### config.mk
export PLATFORM = sky130hd
export DESIGN_NAME = adder_result_accumulator
export DESIGN_NICKNAME = d
export VERILOG_FILES = /design/src/rtl/adder_result_accumulator.sv
export SDC_FILE = /design/constraint.sdc
export NUM_CORES = 1
export LEC_CHECK = 0
export ABC_AREA = 1
export ABC_CLOCK_PERIOD_IN_PS = 3100
export CAP_MARGIN = 40
export CORE_ASPECT_RATIO = 1.75
export CORE_UTILIZATION = 40
export DETAILED_ROUTE_END_ITERATION = 8
export PLACE_DENSITY_LB_ADDON = 0.25
export RECOVER_POWER = 100
export SYNTH_ARGS = -nofsm -noshare
export SYNTH_HDL_FRONTEND = slang
export SYNTH_SLANG_ARGS = --single-unit
### constraint.sdc
create_clock -name clk -period 3.1 [get_ports clk]
set_input_delay 0.93 -clock clk [delete_from_list [all_inputs] [get_ports clk]]
set_output_delay 0.93 -clock clk [all_outputs]
set_load 0.03 [all_outputs]
### src/rtl/adder_result_accumulator.sv
// Batch accumulator for 5-bit adder results: sums COUNT results over a valid/ready
// handshake and presents the total with a sticky overflow flag.
module adder_result_accumulator #(
   parameter int unsigned IN_W  = 5,
   parameter int unsigned ACC_W = 6,
   parameter int unsigned COUNT = 4
) (
   input  logic             clk,
   input  logic             rst_n,
   input  logic             start,
   input  logic             in_valid,
   output logic             in_ready,
   input  logic [IN_W-1:0]  in_data,
   output logic             out_valid,
   input  logic             out_ready,
   output logic [ACC_W-1:0] out_sum,
   output logic             out_overflow,
   output logic             busy
);

   localparam int unsigned CNT_W = (COUNT > 1) ? $clog2(COUNT) : 1;
   localparam int unsigned SUM_W = ACC_W + 1;
   localparam logic [CNT_W-1:0] CNT_LAST = CNT_W'(COUNT - 1);

   typedef enum logic [1:0] {
      IDLE  = 2'd0,
      ACCUM = 2'd1,
      DONE  = 2'd2
   } state_t;

   state_t           state, state_nxt;
   logic [ACC_W-1:0] acc, acc_nxt;
   logic [CNT_W-1:0] cnt, cnt_nxt;
   logic             ovf, ovf_nxt;
   logic [SUM_W-1:0] sum_ext;

   // One extra bit captures the carry out of the ACC_W-bit addition
   assign sum_ext = {1'b0, acc} + SUM_W'(in_data);

   // State and datapath registers; outputs are registered decodes of the next state
   always_ff @(posedge clk or negedge rst_n) begin
      if (!rst_n) begin
         state        <= IDLE;
         acc          <= '0;
         cnt          <= '0;
         ovf          <= 1'b0;
         in_ready     <= 1'b0;
         out_valid    <= 1'b0;
         out_sum      <= '0;
         out_overflow <= 1'b0;
         busy         <= 1'b0;
      end else begin
         state        <= state_nxt;
         acc          <= acc_nxt;
         cnt          <= cnt_nxt;
         ovf          <= ovf_nxt;
         in_ready     <= (state_nxt == ACCUM);
         out_valid    <= (state_nxt == DONE);
         out_sum      <= (state_nxt == DONE) ? acc_nxt : '0;
         out_overflow <= (state_nxt == DONE) ? ovf_nxt : 1'b0;
         busy         <= (state_nxt != IDLE);
      end
   end

   // Next-state and datapath update
   always_comb begin
      state_nxt = state;
      acc_nxt   = acc;
      cnt_nxt   = cnt;
      ovf_nxt   = ovf;
      case (state)
         IDLE: begin
            if (start) begin
               acc_nxt   = '0;
               ovf_nxt   = 1'b0;
               cnt_nxt   = '0;
               state_nxt = ACCUM;
            end
         end
         ACCUM: begin
            if (in_valid && in_ready) begin
               acc_nxt = sum_ext[ACC_W-1:0];
               ovf_nxt = ovf | sum_ext[ACC_W];
               if (cnt == CNT_LAST) begin
                  cnt_nxt   = '0;
                  state_nxt = DONE;
               end else begin
                  cnt_nxt = cnt + CNT_W'(1);
               end
            end
         end
         DONE: begin
            if (out_ready) state_nxt = IDLE;
         end
         default: state_nxt = IDLE;
      endcase
   end

endmodule
==> results.md <==
* CP max-delay cell: dlygate4sd3_1
* Number of synthesis warnings at 0
* Synthesized flop and latch total at 21
* Die Width at just over 40 um
* Post-Route Setup TNS at 0 ns
* Total global routing overflow at 0
* Worst slew pin tran at ~1.1 ns
* Min cycle time layout at ~2.5 ns
* Clock-pin slew on the worst setup and hold paths at approximately 0.070 ns
* Post-synth top area share at 50.2%
* Most common cell after layout, fill and taps aside: nand2_1
* Row cnt at 24
* Final setup viols at 0
* CTS Sinks at 21
* Largest net degree at the start of global routing at 22
* CTS tree: done
* Worst VDD drop at 0.503 mV
* Share of cells above drive strength 1 at 8.09%
* Worst skew pair latency at 0.25 ns
* ANT nets after route at 0
* Layout Area Growth over Synthesis at 23.2%
* DRC at 0
* Gpl congestion at 0.797
* Synth area leaders: dfrtp_1, nand2_1, ha_1, nand3_1, inv_1
* Crit path cell chain: dlygate4sd3_1 > ha_1 > inv_1 > fa_1 > xnor2_1 > o21ai_0 > a21oi_2
* Worst setup SP type: input pin
* Dpl hpwl at about 1700 um
* P_leak at about 0.67 nW
* Synth area leader: dfrtp_1
* Die Span Y at 69.7 um
* Placed Area at 1280 um2
* GR Util All Layers at roughly 18%
* HP Class: register to register
* Sequential fraction of the synthesis area at 50.2%
* Netlist cell types at 23
* Cts bufs inserted at 3
* Final net count at around 150
* Max Cap Viol at 0
* Postcts setup bufs at 0
* Max FO, Critical Path at 2
* IO Port Bufs at 19
* Initial antenna violation count at 0
* CTS H-Tree Depth at 1
* Post-route insts no fill at 162
* Fmax at 401 MHz
* Io pins at 20
* Critical Path AT at around 2.6 ns
* Cells after Synth at around 110
* Clk root buf: clkbuf_8
* Core region area at 2490 um2
* Average instance area after synthesis at just over 9 um2
* Final Max Slew Viols at 0
* DRT iter0 DRCs at 14
* Final Hold Viols at 0
* Crit path largest cell delay at ~0.53 ns
* Design Area, Final at about 1300 um2
* Status: finished clean
* Hold-fix buffers, CTS at 0
* Most frequent cells in the layout: nand2_1, dfrtp_1, nand3_1, dlygate4sd3_1, inv_1
* Layout Skew at between 0.005 and 0.006 ns
* Critical path class: input pin to register
* Die area at 2830 um2
* Vias per Instance at ~4.9
* Post-layout utilization of the core at between 50% and 60%
* # resized after CTS at 0
* RSZ-0062 raised after global routing: false
* DR pass1 iterations at 3
* Power, Total at roughly 1.1 mW
* Via Count at 800
* Cells after DPL at 158
* Element type at the critical path end: register
* Final critical-path share of the clock period at between 80% and 90%
* Vias in the first global route at around 830
* Slew headroom at around a quarter
* Synthesized Nets at ~130
* Pwr dens at 884 nW/um2
* Post-Route WL at approximately 2100 um
* Starting Density at a little over two fifths
* WP data required at roughly 3.2 ns
* First-pass GRT wire length at approximately 3500 um
* # diodes at 0
* Mapped Area at between 1000 and 1500 um2
* DR WL/cell at around 13 um
* Clock Path Buffers at 2
## critical path, delay by kind of cell
kind | cells | cell delay [ns]
adders and majority gates | 2 | 0.57
buffers and inverters | 2 | 0.59
xor gates and xnor gates | 1 | 0.14
AOI/OAI and AO/OA | 2 | 0.40
## Yosys cell counts
library cell and instances:
a21o_1 1, a21oi_1 2, a21oi_2 4, dfrtp_1 21, fa_1 1, ha_1 6
inv_1 12, inv_2 1, inv_4 2, nand2_1 26, nand2_2 2, nand3_1 13
nand3b_1 2, nor2_1 7, nor2_2 1, nor2_8 1, nor3_1 1, o21ai_0 4
o21ai_1 1, o21ai_4 1, o31ai_1 1, or2_2 1, xnor2_1 1
## cell type report
cell class                      count  area [um2]
Clock buffer                        4        45.0
Timing Repair Buffer               20         194
Sequential cell                    21         526
Fill cell                         249        1200
Inverter                           15        61.3
Multi-Input combinational cell     76         430
Tap cell                           26        32.5
## registers in the layout, summed over array words and instances, names as in the netlist
name and count:
acc 6, busy 1, cnt 2, in_ready 1, out_overflow 1, out_sum 6
out_valid 1, ovf 1, state 2
## per-layer routing
metal	share of wire, %	vias up	global-route usage [%]	wire length, um
met5	0	-	0	0
met4	3.7	0	10.4	77
met3	2.5	6	2.88	51
met2	53	17	29.5	1110
met1	40	367	19.4	836
li1	-	410	-	-
## path summary, 6_finish.rpt
check | startpoint | slack [ns] | cells after the start | end
min in group asynchronous | rst_n | 1.40 | 2 | busy$_DFF_PN0_
worst max register to register | state[1]$_DFF_PN0_ | 1.42 | 7 | out_sum[3]$_DFF_PN0_
worst max-delay path | in_data[0] | 0.61 | 7 | out_sum[2]$_DFF_PN0_
worst min register to register | ovf$_DFF_PN0_ | 0.49 | 2 | ovf$_DFF_PN0_
worst min-delay path | ovf$_DFF_PN0_ | 0.49 | 2 | ovf$_DFF_PN0_
max in group asynchronous | rst_n | 1.03 | 2 | out_overflow$_DFF_PN0_
## logic make-up (layout without fill, tap and decap cells)
group	Yosys count	count (layout)	share of synthesized area (%)
AOI/OAI and AO/OA	14	14	9.69
xor gates and xnor gates	1	1	0.837
adders and majority gates	7	7	9.09
buffers and inverters	15	39	5.86
DFF	21	21	50.2
and+or+nand+nor	54	54	24.3
## power breakdown
part / switching [mW] / total (mW) / internal (mW)
Clock: 0.0820 / 0.173 / 0.0913
Sequential: 0.0571 / 0.423 / 0.366
Combinational: 0.342 / 0.542 / 0.201
Total: 0.481 / 1.14 / 0.658
## per-stage QoR
step           setup slack [ns]  hold slack [ns]
6_report                  0.605            0.494
5_1_grt                   0.484            0.520
4_1_cts                   0.681            0.502
3_5_place_dp              0.425            0.486
3_3_place_gp              0.461            0.479
2_1_floorplan              1.02            0.460
Power figures use the tool's default switching activity.
